==> src/rtl/lfsr_pkg.sv <==
// Shared definitions for the LFSR/PRBS blocks: checker lock states,
// standard PRBS feedback polynomials and a bit-count helper.
package lfsr_pkg;

  typedef enum logic {
    HUNT   = 1'b0,
    LOCKED = 1'b1
  } prbs_state_t;

  // Feedback polynomials, bit j set for each x^j term (x^0 implied by bit 0)
  localparam logic [6:0]  PRBS7  = 7'h41;        // x^7  + x^6  + 1
  localparam logic [8:0]  PRBS9  = 9'h021;       // x^9  + x^5  + 1
  localparam logic [14:0] PRBS15 = 15'h4001;     // x^15 + x^14 + 1
  localparam logic [22:0] PRBS23 = 23'h040001;   // x^23 + x^18 + 1
  localparam logic [30:0] PRBS31 = 31'h10000001; // x^31 + x^28 + 1

  // Widest vector popcount accepts; narrower callers zero-extend
  localparam int unsigned POPCOUNT_MAX = 64;

  function automatic int unsigned popcount(input logic [POPCOUNT_MAX-1:0] value);
    int unsigned n;
    n = 0;
    for (int unsigned i = 0; i < POPCOUNT_MAX; i++) begin
      if (value[i]) n++;
    end
    return n;
  endfunction

endpackage

==> src/rtl/lfsr.sv <==
// Combinational multi-bit LFSR step. Processes DATA_WIDTH input bits per
// call (MSB first unless REVERSE) in Fibonacci or Galois form. With
// LFSR_FEED_FORWARD the register shifts in the data bits themselves,
// which turns the block into a self-synchronising descrambler/checker.
module lfsr #(
  parameter int                    LFSR_WIDTH        = 31,
  parameter logic [LFSR_WIDTH-1:0] LFSR_POLY         = 31'h10000001,
  parameter string                 LFSR_CONFIG       = "FIBONACCI",
  parameter bit                    LFSR_FEED_FORWARD = 1'b0,
  parameter bit                    REVERSE           = 1'b0,
  parameter int                    DATA_WIDTH        = 8
) (
  input  logic [DATA_WIDTH-1:0] data_in,
  input  logic [LFSR_WIDTH-1:0] state_in,
  output logic [DATA_WIDTH-1:0] data_out,
  output logic [LFSR_WIDTH-1:0] state_out
);

  localparam bit IS_GALOIS = (LFSR_CONFIG == "GALOIS");

  logic [LFSR_WIDTH-1:0] s;
  logic                  fb;
  logic                  d;
  int unsigned           idx;

  // Unrolled bit-serial LFSR: one shift per data bit
  always_comb begin
    s        = state_in;
    data_out = '0;
    fb       = 1'b0;
    d        = 1'b0;
    idx      = 0;
    for (int unsigned k = 0; k < DATA_WIDTH; k++) begin
      idx = REVERSE ? k : (DATA_WIDTH - 1 - k);
      d   = data_in[idx];
      if (IS_GALOIS) begin
        fb = s[LFSR_WIDTH-1] ^ d;
        s  = {s[LFSR_WIDTH-2:0], (LFSR_FEED_FORWARD ? d : fb)}
             ^ ({LFSR_WIDTH{fb}} & {LFSR_POLY[LFSR_WIDTH-1:1], 1'b0});
      end else begin
        fb = s[LFSR_WIDTH-1] ^ (^(s[LFSR_WIDTH-2:0] & LFSR_POLY[LFSR_WIDTH-1:1])) ^ d;
        s  = {s[LFSR_WIDTH-2:0], (LFSR_FEED_FORWARD ? d : fb)};
      end
      data_out[idx] = fb;
    end
    state_out = s;
  end

endmodule

==> src/rtl/lfsr_prbs_check.sv <==
// PRBS checker: feed-forward descrambler that self-synchronises to the
// received stream, a HUNT/LOCKED link-health FSM, and saturating word,
// error-word and bit-error counters for BER measurement.
module lfsr_prbs_check
  import lfsr_pkg::*;
#(
  parameter int                    LFSR_WIDTH    = 9,
  parameter logic [LFSR_WIDTH-1:0] LFSR_POLY     = PRBS9,
  parameter bit                    REVERSE       = 1'b0,
  parameter int                    DATA_WIDTH    = 8,
  parameter int                    LOCK_COUNT    = 16,
  parameter int                    UNLOCK_ERRORS = 4,
  parameter int                    COUNT_WIDTH   = 32
) (
  input  logic                   clk,
  input  logic                   rst,
  input  logic [DATA_WIDTH-1:0]  input_tdata,
  input  logic                   input_tvalid,
  input  logic                   clear_counts,
  output logic                   locked,
  output logic                   error,
  output logic [COUNT_WIDTH-1:0] word_count,
  output logic [COUNT_WIDTH-1:0] error_word_count,
  output logic [COUNT_WIDTH-1:0] bit_error_count
);

  localparam int GOOD_W = $clog2(LOCK_COUNT + 1);
  localparam int BAD_W  = $clog2(UNLOCK_ERRORS + 1);
  localparam int PC_W   = $clog2(DATA_WIDTH + 1);

  prbs_state_t           fsm_state;
  logic [LFSR_WIDTH-1:0] state_reg;
  logic [LFSR_WIDTH-1:0] state_next;
  logic [DATA_WIDTH-1:0] mismatch;
  logic [GOOD_W-1:0]     good_cnt;
  logic [GOOD_W-1:0]     good_inc;
  logic [BAD_W-1:0]      bad_cnt;
  logic [BAD_W-1:0]      bad_inc;
  logic                  good_full;
  logic                  bad_full;
  logic                  word_bad;
  logic                  word_clean;
  logic [PC_W-1:0]       bit_errs;

  function automatic logic [COUNT_WIDTH-1:0] sat_add(
    input logic [COUNT_WIDTH-1:0] a,
    input logic [PC_W-1:0]        inc
  );
    logic [COUNT_WIDTH:0] sum;
    sum = {1'b0, a} + (COUNT_WIDTH+1)'(inc);
    return sum[COUNT_WIDTH] ? '1 : sum[COUNT_WIDTH-1:0];
  endfunction

  lfsr #(
    .LFSR_WIDTH        (LFSR_WIDTH),
    .LFSR_POLY         (LFSR_POLY),
    .LFSR_CONFIG       ("FIBONACCI"),
    .LFSR_FEED_FORWARD (1'b1),
    .REVERSE           (REVERSE),
    .DATA_WIDTH        (DATA_WIDTH)
  ) descrambler (
    .data_in   (input_tdata),
    .state_in  (state_reg),
    .data_out  (mismatch),
    .state_out (state_next)
  );

  // An all-zero descrambler state predicts nothing, so such a word is never clean
  assign word_bad   = |mismatch;
  assign word_clean = !word_bad && (|state_next);
  assign good_inc   = good_cnt + GOOD_W'(1);
  assign bad_inc    = bad_cnt + BAD_W'(1);
  assign good_full  = (good_inc == GOOD_W'(LOCK_COUNT));
  assign bad_full   = (bad_inc == BAD_W'(UNLOCK_ERRORS));
  assign bit_errs   = PC_W'(popcount(POPCOUNT_MAX'(mismatch)));

  // Descrambler history advances only on accepted words
  always_ff @(posedge clk) begin
    if (!rst) begin
      state_reg <= '1;
    end else if (input_tvalid) begin
      state_reg <= state_next;
    end
  end

  // Lock FSM with run counters; locked and error are registered alongside
  always_ff @(posedge clk) begin
    if (!rst) begin
      fsm_state <= HUNT;
      locked    <= 1'b0;
      error     <= 1'b0;
      good_cnt  <= '0;
      bad_cnt   <= '0;
    end else begin
      error <= input_tvalid && word_bad;
      if (input_tvalid) begin
        unique case (fsm_state)
          HUNT: begin
            if (word_clean) begin
              if (good_full) begin
                fsm_state <= LOCKED;
                locked    <= 1'b1;
                good_cnt  <= '0;
                bad_cnt   <= '0;
              end else begin
                good_cnt <= good_inc;
              end
            end else begin
              good_cnt <= '0;
            end
          end
          LOCKED: begin
            if (word_bad) begin
              good_cnt <= '0;
              if (bad_full) begin
                fsm_state <= HUNT;
                locked    <= 1'b0;
                bad_cnt   <= '0;
              end else begin
                bad_cnt <= bad_inc;
              end
            end else if (word_clean) begin
              if (good_full) begin
                good_cnt <= '0;
                bad_cnt  <= '0;
              end else begin
                good_cnt <= good_inc;
              end
            end else begin
              good_cnt <= '0;
            end
          end
        endcase
      end
    end
  end

  // Statistics: counted while locked (including the word that drops lock), clear wins
  always_ff @(posedge clk) begin
    if (!rst || clear_counts) begin
      word_count       <= '0;
      error_word_count <= '0;
      bit_error_count  <= '0;
    end else if (input_tvalid && fsm_state == LOCKED) begin
      word_count       <= sat_add(word_count, PC_W'(1));
      error_word_count <= sat_add(error_word_count, PC_W'(word_bad));
      bit_error_count  <= sat_add(bit_error_count, bit_errs);
    end
  end

endmodule

==> config.mk <==
export PLATFORM = sky130hd
export DESIGN_NAME = lfsr_prbs_check
export DESIGN_NICKNAME = d
export VERILOG_FILES = /design/src/rtl/lfsr_pkg.sv /design/src/rtl/lfsr.sv /design/src/rtl/lfsr_prbs_check.sv
export SDC_FILE = /design/constraint.sdc
export NUM_CORES = 1
export LEC_CHECK = 0
export ABC_CLOCK_PERIOD_IN_PS = 7300
export CORE_AREA = 8 8 134 136
export CTS_CLUSTER_SIZE = 12
export DETAILED_ROUTE_END_ITERATION = 8
export DIE_AREA = 0 0 142 144
export PLACE_DENSITY = 0.66
export SYNTH_ARGS = -nofsm -noshare
export SYNTH_HDL_FRONTEND = slang
export SYNTH_SLANG_ARGS = --single-unit
==> constraint.sdc <==
create_clock -name clk -period 7.3 [get_ports clk]
set_clock_uncertainty 0.05 [all_clocks]
set_input_delay 0.73 -clock clk [delete_from_list [all_inputs] [get_ports clk]]
set_output_delay 0.73 -clock clk [all_outputs]
set_load 0.02 [all_outputs]
# Word level (Yosys, flattened, before mapping)
# Index checks and enable logic that the tools add are counted.
word_totals:
  regBits: 116
  word_cells: 91
op_classes:
  n_addsub: 12
  n_bitwise: 17
  n_eq_ne: 6
  reduce_logical: 17
  n_mux: 30
op_table:
  columns: ["cell", "n"]
  rows:
  - ["2-to-1 mux 32 bit", 3]
  - ["parity 8 bit", 8]
  - ["adder 32 x 1 -> 33 bit", 1]
  - ["adder 32 x 1 -> 33 bit (second input constant)", 1]
  - ["adder 32 x 4 -> 33 bit", 1]
  - ["2-to-1 mux 4 bit", 7]
  - ["adder 4 x 1 -> 4 bit (second input constant)", 6]
  - ["XOR 1 bit", 16]
  - ["2-to-1 mux 5 bit", 3]
  - ["2-to-1 mux 3 bit", 4]
  - ["case mux 5 bit (2 select lines)", 1]
  - ["2-to-1 mux 1 bit", 9]
  - ["OR reduction 9 bit", 1]
  - ["OR reduction 8 bit", 1]
  - ["case mux 3 bit (2 select lines)", 1]
  - ["adder 5 x 1 -> 5 bit (second input constant)", 1]
  - ["== test 5 bit (second input constant)", 1]
  - ["AND reduction 5 bit", 1]
  - ["inequality test 2 x 1 -> 1 bit (second input constant)", 2]
  - ["inequality test 2 bit (second input constant)", 2]
  - ["case mux 1 bit (2 select lines)", 2]
  - ["adder 3 x 1 -> 3 bit (second input constant)", 1]
  - ["== test 3 bit (second input constant)", 1]
  - ["logical AND 1 bit", 3]
  - ["other kinds (4)", 5]

# Longest topological paths before layout
depth:
  depth_word: 20
  ltp_mapped: 27

# Hierarchy
# A second synthesis with hierarchy kept.
unflattened:
  hier_cells: 728
  area_unflattened_um2: 6278.5
by_module_without_submodules:
  columns: ["module", "area_per_inst_um2", "cells_per_inst", "n_inst", "seq_area_each_um2"]
  rows:
  - ["lfsr_prbs_check", 6013.3, 710, 1, 2322.2]
  - ["lfsr", 265.3, 18, 1, 0.0]

# Worst setup path before layout
# OpenSTA, ideal clock, no wires.
synth_path:
  kind: "in2reg"
  start: "in input_tdata[6]"
  end: "reg bit_error_count[10]"
  required_time_ps: 7117
  n_path_buf: 1
  arrival_ps: 5731
  slack_ps: 1387
  cell_stages: 26
  cell_sequence: "xnor3_1 inv_1 ha_1 xnor2_4 inv_1 ha_1 mux2i_4 xnor2_1 nand2_1 nand2_1 ha_1 xor2_1 and3_4 nor4_4 ha_1 nand2_1 xnor2_1 xnor2_1 ha_1 nor2b_1 o21a_1 o2111ai_1 nand2b_1 nand2b_1 clkbuf_1 a21oi_1"
synth_between:
  elab_chain_cells: 18
  elab_cells_between_ends: 19
  classes_between: "add/sub (7); mux (8); bitwise (3); reduce/logical (1)"
synth_rtl:
  columns: ["element", "line_no", "source"]
  rows:
  - ["start, declared", "lfsr_prbs_check.sv:17", "input logic [DATA_WIDTH-1:0] input_tdata,"]
  - ["parity 8 bit", "lfsr.sv:41", "fb = s[LFSR_WIDTH-1] ^ (^(s[LFSR_WIDTH-2:0] & LFSR_POLY[LFSR_WIDTH-1:1])) ^ d;"]
  - ["XOR 1 bit (2 in series)", "lfsr.sv:41", null]
  - ["2-to-1 mux 4 bit", "lfsr_pkg.sv:24", "if (value[i]) n++;"]
  - ["adder 4 x 1 -> 4 bit", "lfsr_pkg.sv:24", null]
  - ["2-to-1 mux 4 bit", "lfsr_pkg.sv:24", null]
  - ["adder 4 x 1 -> 4 bit", "lfsr_pkg.sv:24", null]
  - ["2-to-1 mux 4 bit", "lfsr_pkg.sv:24", null]
  - ["adder 4 x 1 -> 4 bit", "lfsr_pkg.sv:24", null]
  - ["2-to-1 mux 4 bit", "lfsr_pkg.sv:24", null]
  - ["adder 4 x 1 -> 4 bit", "lfsr_pkg.sv:24", null]
  - ["2-to-1 mux 4 bit", "lfsr_pkg.sv:24", null]
  - ["adder 4 x 1 -> 4 bit", "lfsr_pkg.sv:24", null]
  - ["2-to-1 mux 4 bit (*)", "lfsr_pkg.sv:24", null]
  - ["adder 4 x 1 -> 4 bit", "lfsr_pkg.sv:24", null]
  - ["2-to-1 mux 4 bit (*)", "lfsr_pkg.sv:24", null]
  - ["adder 32 x 4 -> 33 bit (*)", "lfsr_prbs_check.sv:50", "sum = {1'b0, a} + (COUNT_WIDTH+1)'(inc);"]
  - ["2-to-1 mux 32 bit (*)", "lfsr_prbs_check.sv:51", "return sum[COUNT_WIDTH] ? '1 : sum[COUNT_WIDTH-1:0];"]
  - ["end signal, assigned", "lfsr_prbs_check.sv:147", "bit_error_count <= sat_add(bit_error_count, bit_errs);"]
  - ["end, declared", "lfsr_prbs_check.sv:24", "output logic [COUNT_WIDTH-1:0] bit_error_count"]
# Every way passes the cells marked *; elsewhere a longest branch is shown, timed or not.
# A chain may end at the register's enable or synchronous reset.

# Worst setup path in the final report
layout_path:
  start: "in input_tdata[6]"
  end: "reg bit_error_count[8]"
# Same word-level chain as after synthesis.

==> results.cfg <==
[clocking]
postCtsSetupBuffers = 0
hold_buffers = 0
cts_buffer_depth = 2
cts.clk_slew.worst_paths_ns = 0.05
h-tree-depth = 4
numCtsBuffers = 17
clk_latency_ns = 0.41
cts.sinks = 116
cts_tree = done
postCtsResizedCells = 0
root_buffer = clkbuf_16

[run]
max_cap_viol_count = 0

[finish]
finalNonFillerCells = 1042
drive_gt1_frac = 0.0791
final_common_cell = dfxtp_1
fin_util = 0.500
diodes = 0
final_cell_mix = 116 x dfxtp_1, 109 x clkdlybuf4s50_1, 86 x a21oi_1, 72 x nand2_1, 54 x xor2_1
area_delta_synth_final_pct = 29.9
nFillCells = 1555
final_cell_area_mm2 = 0.00803
final_nets = 840
reg_top3 = bit_error_count: 32 flops, error_word_count: 32 flops, word_count: 32 flops

[setup_path]
r2r-end = bit_error_count[8]
rrSetupSlack_ns = 1.29
required_ns = 7.51
critPathArrivalTime_ns = 6.83
critical_path_class = in2reg
r2r-start = state_reg[1]
cp_max_fo = 16
critPathCaptureType = register
rr_worst_depth = 26
cp-startpoint = input_tdata[6]
start_kind = input port

[hold_path]
hold_class = reg2reg
min_from = locked
hold_end = locked
hold_depth = 2

[run_status]
outcome = finished, final reports clean

[timing]
setup_slack_ns = 0.679
tns_ns = 0
min_period_ns = 6.62
slew_viol_final = 0
max_slew_margin = 0.423
finalSetupViolCount = 0
whs_ns = 0.433
rsz0062_at_grt = no
fin_crit_sh = 0.907
fmax_mhz = 151
tightest_slew_ns = 0.863
hold_violations = 0

[pwr]
sw_frac_of_total = 0.284
leakage_nw = 2.83
seq_power_share = 0.350
p_total_mw = 1.83
max-vdd-ir-drop_v = 0.000198
p_comb_frac = 0.233
cellPowerDensity_mw_per_mm2 = 228
clkPwrFrac = 0.417
p_int_mw = 1.31
p_sw_mw = 0.519

[grt]
grt_overflow = 0
antenna_found_initial = 0
grt_pass1_vias = 5032
track_usage = 0.152
grt_max_degree = 73
grt_first_pass_wirelength_um = 24900

[detailed_routing]
drc = 0
ant_nets = 0
viasPerCell = 5.03
avgRoutedWirePerCell_um = 14.6
drtIter0Drc = 331
firstDrtPassIters = 4
via_count = 5241
wl_um = 15200

[logic_synthesis]
syn_inst = 704
avgSynthCellArea_um2 = 8.78
synth_seq_cells = 116
synth_nets = 733
synth_edf_count = 0
async_reset_ff_frac = 0
synth_cell_types = 70
yosys_warnings = 0
synthesis.area_mm2 = 0.00618
synth-main-ff-cell = dfxtp_1
ys_seq_area_frac = 0.376

[place]
portBuffers = 109
dp_cells = 1012
place_congestion = 0.799
dp_hpwl_um = 10800
place_area_mm2 = 0.00748
detailedPlace.worstSlack_ns = 0.285

[floorplan]
die_width_um = 142
die_y_um = 144
core_area_mm2 = 0.0161
die_area_mm2 = 0.0204
initial_core_util = 0.385
rows = 47
boundaryPins = 110
==> power by group through the flow <==
stage	sequential (mW)	combinational (mW)	clock, mW
after floorplan	0.653	0.359	0
after global placement	0.654	0.419	0
after detailed placement	0.654	0.429	0
after CTS	0.640	0.430	0.788
after global routing	0.640	0.481	0.814
final	0.641	0.427	0.763
==> cell families after synthesis <==
kind of cell | count (synthesis) | share of synthesized area
AO/OA/AOI/OAI | 140 | 0.137
XOR/XNOR | 105 | 0.175
adder cells (fa/ha/maj) | 18 | 0.0374
buffers and inverters | 42 | 0.0269
flip-flops | 116 | 0.376
multiplexers | 15 | 0.0263
AND/OR/NAND/NOR | 268 | 0.221
==> Yosys cell counts, drive strengths merged (16+ instances only) <==
cell type	count	area [µm²]
xor2	54	473
nand2	72	270
nand3	45	230
and3	22	144
clkbuf	24	90.1
a21oi	86	430
xnor2	42	394
nor2	46	173
ha	16	200
dfxtp	116	2320
==> critical path, cell delays in order <==
cell	delay, ns
clkdlybuf4s50_1	0.55
xnor3_1	0.49
inv_1	0.15
ha_1	0.34
xnor2_4	0.27
inv_1	0.12
ha_1	0.35
mux2i_4	0.21
xnor2_1	0.19
nand2_1	0.08
nand2_1	0.08
ha_1	0.23
xor2_1	0.16
and3_4	0.19
nor4_4	0.21
ha_1	0.20
nand2_1	0.06
xnor2_1	0.17
xnor2_1	0.15
ha_1	0.28
nor2b_1	0.14
o21a_1	0.19
o2111ai_1	0.37
nand2b_1	0.26
nand2b_1	0.31
buf_4	0.28
a21oi_1	0.09
==> routing by layer <==
| layer | track usage | vias to the layer above | part of all wire |
|---|---|---|---|
| li1 | - | 2678 | - |
| met1 | 0.187 | 2460 | 0.48 |
| met2 | 0.243 | 88 | 0.45 |
| met3 | 0.0390 | 15 | 0.050 |
| met4 | 0.0701 | 0 | 0.016 |
| met5 | 0 | - | 0 |
==> worst max path at each step <==
| stage | end | slack (ns) | cells after the start |
|---|---|---|---|
| after floorplan | bit_error_count[10] | 1.39 | 26 |
| after global placement | bit_error_count[9] | 0.40 | 27 |
| after detailed placement | bit_error_count[8] | 0.28 | 27 |
| after CTS | bit_error_count[8] | 0.71 | 27 |
| after global routing | bit_error_count[4] | 0.22 | 27 |
| final | bit_error_count[8] | 0.68 | 27 |
==> layout make-up <==
class / count / area, µm² / area share
inverters: 15 / 56.3 / 0.00701
clock buffers: 20 / 457 / 0.0569
repair buffers: 115 / 1140 / 0.142
multi-input cells: 546 / 3690 / 0.460
well taps: 220 / 275 / 0.0343
flip-flops and latches: 116 / 2320 / 0.289
clock inverters: 10 / 85.1 / 0.0106
Note: power is estimated with default switching activity, not from simulation.
